### config.mk
export PLATFORM = sky130hd
export DESIGN_NAME = stopwatch_ctrl_flat
export DESIGN_NICKNAME = d
export VERILOG_FILES = /design/src/rtl/stopwatch_pkg.sv /design/src/rtl/stopwatch_ctrl_if.sv /design/src/rtl/bcd_mod_counter.sv /design/src/rtl/stopwatch_ctrl.sv /design/src/flat_wrapper.sv
export SDC_FILE = /design/constraint.sdc
export NUM_CORES = 1
export LEC_CHECK = 0
export ABC_CLOCK_PERIOD_IN_PS = 2700
export CAP_MARGIN = 0
export CELL_PAD_IN_SITES_DETAIL_PLACEMENT = 1
export CELL_PAD_IN_SITES_GLOBAL_PLACEMENT = 2
export CORE_MARGIN = 1.5
export CORE_UTILIZATION = 28
export DETAILED_ROUTE_END_ITERATION = 12
export PLACE_DENSITY_LB_ADDON = 0.1
export SYNTH_ARGS = -nofsm -noshare
export SYNTH_HDL_FRONTEND = slang
export SYNTH_HIERARCHICAL = 1
export SYNTH_SLANG_ARGS = --single-unit
### constraint.sdc
create_clock -name clk -period 2.7 [get_ports clk]
set_input_delay 0.27 -clock clk [delete_from_list [all_inputs] [get_ports clk]]
set_output_delay 0.27 -clock clk [all_outputs]
set_load 0.005 [all_outputs]
### src/rtl/stopwatch_pkg.sv
// Shared constants, state encoding and helpers for the MM:SS stopwatch.
package stopwatch_pkg;

    localparam int unsigned BCD_W   = 4;
    localparam int unsigned NUM_DIG = 4;

    // Digit positions; bit i of the blank mask drives an[i]
    localparam int unsigned DIG_SEC_ONES = 0;
    localparam int unsigned DIG_SEC_TENS = 1;
    localparam int unsigned DIG_MIN_ONES = 2;
    localparam int unsigned DIG_MIN_TENS = 3;

    localparam int unsigned MIN_MAX_DEF = 59;
    localparam int unsigned SEC_MAX_DEF = 59;

    typedef enum logic {
        ST_RUN    = 1'b0,
        ST_PAUSED = 1'b1
    } state_t;

    // Mask covering the two digits of the field being adjusted
    function automatic logic [NUM_DIG-1:0] field_mask(input logic sel);
        logic [NUM_DIG-1:0] m;
        m = '0;
        if (sel) begin
            m[DIG_SEC_ONES] = 1'b1;
            m[DIG_SEC_TENS] = 1'b1;
        end else begin
            m[DIG_MIN_ONES] = 1'b1;
            m[DIG_MIN_TENS] = 1'b1;
        end
        return m;
    endfunction

endpackage

### src/rtl/stopwatch_ctrl_if.sv
// Strobe/control inputs and display outputs of the stopwatch controller.
import stopwatch_pkg::*;

interface stopwatch_ctrl_if;
    logic               tick_1hz;
    logic               tick_2hz;
    logic               tick_blink;
    logic               pause_lvl;
    logic               sel;
    logic               adj;
    logic [BCD_W-1:0]   min_tens;
    logic [BCD_W-1:0]   min_ones;
    logic [BCD_W-1:0]   sec_tens;
    logic [BCD_W-1:0]   sec_ones;
    logic [NUM_DIG-1:0] blank_mask;
    logic               running;

    // Strobe source / display consumer side
    modport master (
        output tick_1hz, tick_2hz, tick_blink, pause_lvl, sel, adj,
        input  min_tens, min_ones, sec_tens, sec_ones, blank_mask, running
    );

    // Controller side
    modport slave (
        input  tick_1hz, tick_2hz, tick_blink, pause_lvl, sel, adj,
        output min_tens, min_ones, sec_tens, sec_ones, blank_mask, running
    );
endinterface

### src/rtl/bcd_mod_counter.sv
// Two-digit BCD counter wrapping from MAX back to 00, with carry out on wrap.
import stopwatch_pkg::*;

module bcd_mod_counter #(
    parameter int unsigned MAX = 59
) (
    input  logic             clk,
    input  logic             rst,
    input  logic             inc,
    input  logic             clr,
    output logic [BCD_W-1:0] tens,
    output logic [BCD_W-1:0] ones,
    output logic             carry
);
    localparam logic [BCD_W-1:0] MAX_TENS = BCD_W'(MAX / 10);
    localparam logic [BCD_W-1:0] MAX_ONES = BCD_W'(MAX % 10);
    localparam logic [BCD_W-1:0] NINE     = BCD_W'(9);

    logic at_max;

    assign at_max = (tens == MAX_TENS) && (ones == MAX_ONES);
    assign carry  = inc & at_max;

    // BCD increment: ones roll 9->0 into tens, whole value wraps at MAX
    always_ff @(posedge clk) begin
        if (!rst || clr) begin
            tens <= '0;
            ones <= '0;
        end else if (inc) begin
            if (at_max) begin
                tens <= '0;
                ones <= '0;
            end else if (ones == NINE) begin
                ones <= '0;
                tens <= tens + BCD_W'(1);
            end else begin
                ones <= ones + BCD_W'(1);
            end
        end
    end

endmodule

### src/rtl/stopwatch_ctrl.sv
// MM:SS stopwatch controller: run/pause sequencing, normal/adjust counting, blink mask.
import stopwatch_pkg::*;

module stopwatch_ctrl #(
    parameter int unsigned MIN_MAX       = MIN_MAX_DEF,
    parameter int unsigned SEC_MAX       = SEC_MAX_DEF,
    parameter bit          START_RUNNING = 1'b1
) (
    input  logic           clk,
    input  logic           rst,
    stopwatch_ctrl_if.slave bus
);
    localparam state_t RESET_STATE = START_RUNNING ? ST_RUN : ST_PAUSED;

    state_t state;
    logic   pause_q;
    logic   blink_phase;
    logic   pause_edge_c;
    logic   is_run_c;
    logic   sec_inc_c;
    logic   min_inc_c;
    logic   sec_carry;
    logic   blink_next_c;

    assign pause_edge_c = bus.pause_lvl & ~pause_q;
    assign is_run_c     = (state == ST_RUN);

    // Normal mode counts on tick_1hz with carry; adjust mode bumps only the selected field
    assign sec_inc_c = is_run_c & ((~bus.adj & bus.tick_1hz) | (bus.adj & bus.sel & bus.tick_2hz));
    assign min_inc_c = is_run_c & ((~bus.adj & sec_carry) | (bus.adj & ~bus.sel & bus.tick_2hz));

    assign blink_next_c = bus.adj & (blink_phase ^ bus.tick_blink);

    // Run/pause FSM toggled by a rising edge of the pause level
    always_ff @(posedge clk) begin
        if (!rst) begin
            state       <= RESET_STATE;
            bus.running <= START_RUNNING;
            pause_q     <= 1'b0;
        end else begin
            pause_q <= bus.pause_lvl;
            if (pause_edge_c) begin
                state       <= (state == ST_RUN) ? ST_PAUSED : ST_RUN;
                bus.running <= (state == ST_PAUSED);
            end
        end
    end

    // Blink phase runs only in adjust mode; mask blanks the field being adjusted
    always_ff @(posedge clk) begin
        if (!rst) begin
            blink_phase    <= 1'b0;
            bus.blank_mask <= '0;
        end else begin
            blink_phase    <= blink_next_c;
            bus.blank_mask <= blink_next_c ? field_mask(bus.sel) : '0;
        end
    end

    bcd_mod_counter #(.MAX(SEC_MAX)) u_sec (
        .clk   (clk),
        .rst   (rst),
        .inc   (sec_inc_c),
        .clr   (1'b0),
        .tens  (bus.sec_tens),
        .ones  (bus.sec_ones),
        .carry (sec_carry)
    );

    bcd_mod_counter #(.MAX(MIN_MAX)) u_min (
        .clk   (clk),
        .rst   (rst),
        .inc   (min_inc_c),
        .clr   (1'b0),
        .tens  (bus.min_tens),
        .ones  (bus.min_ones),
        .carry ()
    );

endmodule
### src/flat_wrapper.sv
// flat-port wrapper written by rule: the top's interface ports become plain ports
module stopwatch_ctrl_flat 
#(
    parameter int unsigned MIN_MAX       = MIN_MAX_DEF,
    parameter int unsigned SEC_MAX       = SEC_MAX_DEF,
    parameter bit          START_RUNNING = 1'b1
)
  (clk, rst, bus_tick_1hz, bus_tick_2hz, bus_tick_blink, bus_pause_lvl, bus_sel, bus_adj, bus_min_tens, bus_min_ones, bus_sec_tens, bus_sec_ones, bus_blank_mask, bus_running);
  stopwatch_ctrl_if bus_i ();
  input  logic clk;
  input  logic rst;
  input wire logic [$bits(bus_i.tick_1hz)-1:0] bus_tick_1hz;
  input wire logic [$bits(bus_i.tick_2hz)-1:0] bus_tick_2hz;
  input wire logic [$bits(bus_i.tick_blink)-1:0] bus_tick_blink;
  input wire logic [$bits(bus_i.pause_lvl)-1:0] bus_pause_lvl;
  input wire logic [$bits(bus_i.sel)-1:0] bus_sel;
  input wire logic [$bits(bus_i.adj)-1:0] bus_adj;
  output wire logic [$bits(bus_i.min_tens)-1:0] bus_min_tens;
  output wire logic [$bits(bus_i.min_ones)-1:0] bus_min_ones;
  output wire logic [$bits(bus_i.sec_tens)-1:0] bus_sec_tens;
  output wire logic [$bits(bus_i.sec_ones)-1:0] bus_sec_ones;
  output wire logic [$bits(bus_i.blank_mask)-1:0] bus_blank_mask;
  output wire logic [$bits(bus_i.running)-1:0] bus_running;
  assign bus_i.tick_1hz = bus_tick_1hz;
  assign bus_i.tick_2hz = bus_tick_2hz;
  assign bus_i.tick_blink = bus_tick_blink;
  assign bus_i.pause_lvl = bus_pause_lvl;
  assign bus_i.sel = bus_sel;
  assign bus_i.adj = bus_adj;
  assign bus_min_tens = bus_i.min_tens;
  assign bus_min_ones = bus_i.min_ones;
  assign bus_sec_tens = bus_i.sec_tens;
  assign bus_sec_ones = bus_i.sec_ones;
  assign bus_blank_mask = bus_i.blank_mask;
  assign bus_running = bus_i.running;
  stopwatch_ctrl #(.MIN_MAX(MIN_MAX), .SEC_MAX(SEC_MAX), .START_RUNNING(START_RUNNING)) u_core (.clk(clk), .rst(rst), .bus(bus_i));
endmodule
==> results.yml, run 1 <==
outcome:
  status: "finished, final reports clean"
worst_hold_path:
  min-delay-start: "u_core/bus.running$_SDFFE_PN1P_"
  hp-class: "flip-flop to flip-flop"
  hold-path-cell-count: 2
  whs_endpoint: "u_core/bus.running$_SDFFE_PN1P_"
power:
  p_switching_uw: 132
  p_leak_nw: 0.585
  swShare_pct: 22.2
  clockPowerShare_pct: 32.9
  max-vdd-ir-drop_mv: 0.308
  internal_power_uw: 465
  comb_power_share_pct: 10.4
  seqPwrFrac_pct: 56.7
  power_density_nw_per_um2: 403
finish:
  final_cells: 200
  area_growth_pct: 36.1
  num_antenna_cells: 0
  fin_nets: 170
  post-route-util_pct: 40.2
  fill_cells: 450
  drive_gt1_share_pct: 6.58
  final_area_um2: 1480
cts:
  cts_setup_buffers: 0
  cts_tree: "done"
  root_buffer: "clkbuf_8"
  ctsHoldBuffers: 0
  numCtsBuffers: 3
  h-tree-depth: 1
  cts_num_sinks: 22
  cts_resized: 0
  cts.reportedPaths.clkPinSlew_ps: 80
  clock_path_buffers: 2
  clk_latency_ps: 250
global_routing:
  antenna_found_initial: 0
  grtUsageTotal_pct: 12.7
  grt_pass1_vias: 922
  grt_max_degree: 12
  grt_pass1_wl_um: 4200
  grt.overflow.total: 0
place:
  dpl.cell_count: 197
  finalWeightedCongestion: 0.721
  dp.final_hpwl_um: 1970
  placed_area_um2: 1440
  port_buffers: 28
critical_path:
  cp-start-kind: "input pin"
  crit_arrival_ps: 2420
  reg2reg_slack_ps: 790
  timing.rr.start: "u_core/u_sec/tens[0]$_SDFFE_PP0P_"
  startpoint: "bus_adj"
  cp_max_fo: 5
  r2r_cells: 7
  crit_type: "input pin to flip-flop"
  worstReg2RegEnd: "u_core/u_min/tens[3]$_SDFFE_PP0P_"
  worstPathRequired_ps: 2890
  endpoint_kind: "flip-flop"
drt:
  routedWlPerCell_um: 12.3
  drt-total-wl_um: 2470
  dr.pass1.iters: 2
  drc_errors: 0
  ant_nets: 0
  vias_per_cell: 4.71
  via_count: 941
  drt-initial-drc-count: 34
die:
  num_rows: 22
  core-area_um2: 3690
  die-width_um: 65.4
  die_h_um: 65.4
  num_io_pins: 29
  start_util_pct: 29.5
  dieArea_um2: 4280
sta:
  setup_tns_ps: 0
  fin_crit_ps: 2230
  rsz0062_at_grt: "no"
  clock_skew_ps: 1.50
  slew_violations: 0
  setup-violations-final: 0
  hold_viol: 0
  timing.hold.ws_ps: 485
  max_freq_ghz: 0.448
  fin_crit_sh_pct: 82.7
flow_run:
  maxCapViolations: 0
synthesis:
  syn_area_um2: 1090
  netlist_instances: 118
  syn_area_per_cell_um2: 9.24
  ys_warn_count: 6
[power by group through the flow]
stage | clock network (mW) | registers, mW | logic [mW]
6_report | 0.197 | 0.338 | 0.0620
5_1_grt | 0.220 | 0.340 | 0.0685
4_1_cts | 0.211 | 0.339 | 0.0631
3_5_place_dp | 0 | 0.346 | 0.0630
3_3_place_gp | 0 | 0.346 | 0.0606
2_1_floorplan | 0 | 0.345 | 0.0325
[worst max path at each step]
stage | to | cells after the start | slack [ps]
floorplan | u_core/u_min/tens[3]$_SDFFE_PP0P_ | 10 | 720
global placement | u_core/u_min/tens[3]$_SDFFE_PP0P_ | 9 | 260
detailed placement | u_core/u_min/tens[3]$_SDFFE_PP0P_ | 9 | 200
CTS | u_core/u_min/tens[3]$_SDFFE_PP0P_ | 9 | 450
global route | u_core/u_min/tens[3]$_SDFFE_PP0P_ | 9 | 310
finish | u_core/u_min/tens[3]$_SDFFE_PP0P_ | 9 | 470
[worst max-delay path, cell delays in order]
cell             delay, ps
clkdlybuf4s50_1        540
nand3_1                100
a21oi_1                330
nand4b_4               140
nor2_1                 110
a32o_1                 200
nand4b_4               110
or4_1                  470
a21oi_1                150
[layer usage]
metal / routed length [µm] / vias up / GRT usage, % / share of wire, %
li1: - / 471 / - / -
met2: 1240 / 14 / 23.6 / 50
met1: 1120 / 454 / 14.2 / 45
met5: 0 / - / 0 / 0
met3: 77 / 2 / 3.77 / 3.1
met4: 24 / 0 / 3.13 / 0.97
[state kept, by name, summed over array words and instances (netlist names)]
signal                 flops
u_core/state               1
u_core/u_min/ones          4
u_core/bus.running         1
u_core/pause_q             1
u_core/bus.blank_mask      2
u_core/u_sec/ones          4
u_core/blink_phase         1
u_core/u_min/tens          4
u_core/u_sec/tens          4
[placed cells by master (no fill, tap or decap), drive strengths merged, types with 2 or more instances in the layout]
cell type      count
o31ai              4
nand4b             2
inv                7
nand3              7
and2               2
a21oi              5
dfxtp             22
nand3b             2
buf                4
xor2               4
ha                 8
nand4              2
clkdlybuf4s50     28
o22ai              2
nand2b             7
or4                2
a211oi             2
o21ai              2
nor2              12
nor2b              2
clkbuf             3
conb               4
xnor2              3
or3                2
nand2              7
[through the flow]
step / setup WS [ps] / power, mW
4_1_cts: 452 / 0.613
2_1_floorplan: 716 / 0.377
3_3_place_gp: 265 / 0.406
3_5_place_dp: 197 / 0.409
6_report: 468 / 0.597
5_1_grt: 307 / 0.629
[cell type report]
class,instances,area (µm²),share of cell area (%)
tap,48,60.1,4.05
sequential,22,440,29.7
multi-input combinational,88,604,40.8
inverter,7,26.3,1.77
clock buffer,3,41.3,2.78
timing repair buffer,32,310,20.9
Note: power is estimated with default switching activity, not from simulation.
==> run 2: changes to the inputs <==
--- a/config.mk
+++ b/config.mk
@@ -5,7 +5,7 @@
 export SDC_FILE = /design/constraint.sdc
 export NUM_CORES = 1
 export LEC_CHECK = 0
-export ABC_CLOCK_PERIOD_IN_PS = 2700
+export ABC_CLOCK_PERIOD_IN_PS = 2100
 export CAP_MARGIN = 0
 export CELL_PAD_IN_SITES_DETAIL_PLACEMENT = 1
 export CELL_PAD_IN_SITES_GLOBAL_PLACEMENT = 2
==> constraint.sdc (replaced) <==
create_clock -name clk -period 2.1 [get_ports clk]
set_input_delay 0.21 -clock clk [delete_from_list [all_inputs] [get_ports clk]]
set_output_delay 0.21 -clock clk [all_outputs]
set_load 0.005 [all_outputs]
==> results.yml, run 2 (synthesized netlist as in run 1, its figures left out) <==
drt:
  drc_errors: 0
  dr.pass1.iters: 4
  drt-initial-drc-count: 42
  vias_per_cell: 4.58
  via_count: 949
  drt-total-wl_um: 2630
  ant_nets: 0
  routedWlPerCell_um: 12.7
sta:
  hold_viol: 0
  clock_skew_ps: 7.20
  fin_crit_ps: 1910
  rsz0062_at_grt: "no"
  fin_crit_sh_pct: 91.2
  max_freq_ghz: 0.522
  slew_violations: 0
  setup-violations-final: 0
  setup_ws_ps: 186
outcome:
  status: "finished, final reports clean"
finish:
  area_growth_pct: 45.2
  layout_commonest_cell: "clkdlybuf4s50_1"
  num_antenna_cells: 0
  drive_gt1_share_pct: 15.1
  post-route-util_pct: 42.9
  fin_nets: 176
  final_cell_mix: "clkdlybuf4s50_1 (25), dfxtp_1 (21), nor2_1 (11)"
cts:
  cts.reportedPaths.clkPinSlew_ps: 90
  root_buffer: "clkbuf_8"
  clk_latency_ps: 270
  ctsHoldBuffers: 0
  numCtsBuffers: 3
  clock_path_buffers: 2
  h-tree-depth: 1
  cts_num_sinks: 22
  cts_tree: "done"
worst_hold_path:
  hp-class: "input pin to flip-flop"
global_routing:
  grtUsageTotal_pct: 14.2
  antenna_found_initial: 0
  grt_pass1_wl_um: 4620
  grt_pass1_vias: 1021
  grt_max_degree: 14
  grt.overflow.total: 0
die:
  core-area_um2: 3690
  die_h_um: 65.4
  num_rows: 22
  start_util_pct: 29.5
  num_io_pins: 29
  dieArea_um2: 4280
  die-width_um: 65.4
critical_path:
  r2r_cells: 8
  startpoint: "bus_tick_1hz"
  crit_arrival_ps: 2110
  cp-endpoint: "u_core/u_min/tens[3]$_SDFFE_PP0P_"
  reg2reg_slack_ps: 210
  cp_max_fo: 2
  timing.rr.start: "u_core/u_sec/tens[1]$_SDFFE_PP0P_"
  worstReg2RegEnd: "u_core/u_min/tens[3]$_SDFFE_PP0P_"
  worstPathRequired_ps: 2300
  endpoint_kind: "flip-flop"
  crit_type: "input pin to flip-flop"
  cp-start-kind: "input pin"
power:
  seqPwrFrac_pct: 47.0
  clockPowerShare_pct: 43.4
  p_switching_uw: 194
  internal_power_uw: 732
  power_uw: 925
  max-vdd-ir-drop_mv: 0.223
  comb_power_share_pct: 9.7
  p_leak_nw: 0.659
  power_density_nw_per_um2: 585
  swShare_pct: 20.9
place:
  port_buffers: 28
  finalWeightedCongestion: 0.751
  dp.final_hpwl_um: 2050
  place_ws_ps: -322
flow_run:
  maxCapViolations: 0
-- run 2: how the worst min path moves through the flow --
stage	cells past startpoint	to	start	slack, ps
floorplan	1	u_core/bus.blank_mask[2]$_SDFF_PN0_	bus_sel	290
global placement	2	u_core/bus.running$_SDFFE_PN1P_	u_core/bus.running$_SDFFE_PN1P_	480
detailed placement	2	u_core/bus.running$_SDFFE_PN1P_	u_core/bus.running$_SDFFE_PN1P_	490
CTS	3	u_core/blink_phase$_SDFF_PN0_	bus_adj	420
global route	3	u_core/bus.blank_mask[2]$_SDFF_PN0_	bus_sel	290
finish	3	u_core/bus.blank_mask[2]$_SDFF_PN0_	bus_sel	260
-- run 2: layout make-up --
class	instances	area (µm²)
tap	48	60.1
inverter	7	26.3
clock inverter	1	30.0
fill	434	2110
sequential	22	442
clock buffer	3	41.3
multi-input combinational	88	624
timing repair buffer	38	359
-- run 2: stage by stage --
stage          hold slack, ps  setup TNS, ps  area [µm²]  instances
3_5_place_dp              490          -1400        1480        202
3_3_place_gp              481           -555        1480        202
2_1_floorplan             289              0        1100        121
6_report                  261              0        1580        207
5_1_grt                   290              0        1580        207
4_1_cts                   420              0        1560        207
-- run 2: what timing repair did --
item,CTS,global route
setup endpoints to repair,2,3
gates resized for setup,2,8
buffers inserted,1,0
pin swaps,1,2
-- run 2: power groups by stage --
| stage | clock (mW) | sequential (mW) | combinational [mW] |
|---|---|---|---|
| after floorplan | 0 | 0.443 | 0.0418 |
| after global placement | 0 | 0.444 | 0.0872 |
| after detailed placement | 0 | 0.444 | 0.0894 |
| after CTS | 0.415 | 0.434 | 0.0904 |
| after global routing | 0.432 | 0.436 | 0.101 |
| final | 0.401 | 0.435 | 0.0895 |
-- run 2: critical path: stages --
cell             delay, ps
clkdlybuf4s50_1        450
nand2b_1                70
a21oi_2                120
buf_4                  140
nand4b_4               110
nor2_2                 100
a32o_2                 180
nand4b_4               110
or4_4                  490
a21oi_2                140
-- run 2: per-layer routing --
layer / vias up / part of all wire (%) / global-route usage [%] / routed length, µm
met3: 5 / 2.7 / 2.57 / 72
met2: 17 / 50 / 25.0 / 1310
met5: - / 0 / 0 / 0
met1: 444 / 46 / 16.9 / 1210
met4: 0 / 1.6 / 5.47 / 42
li1: 483 / - / - / -
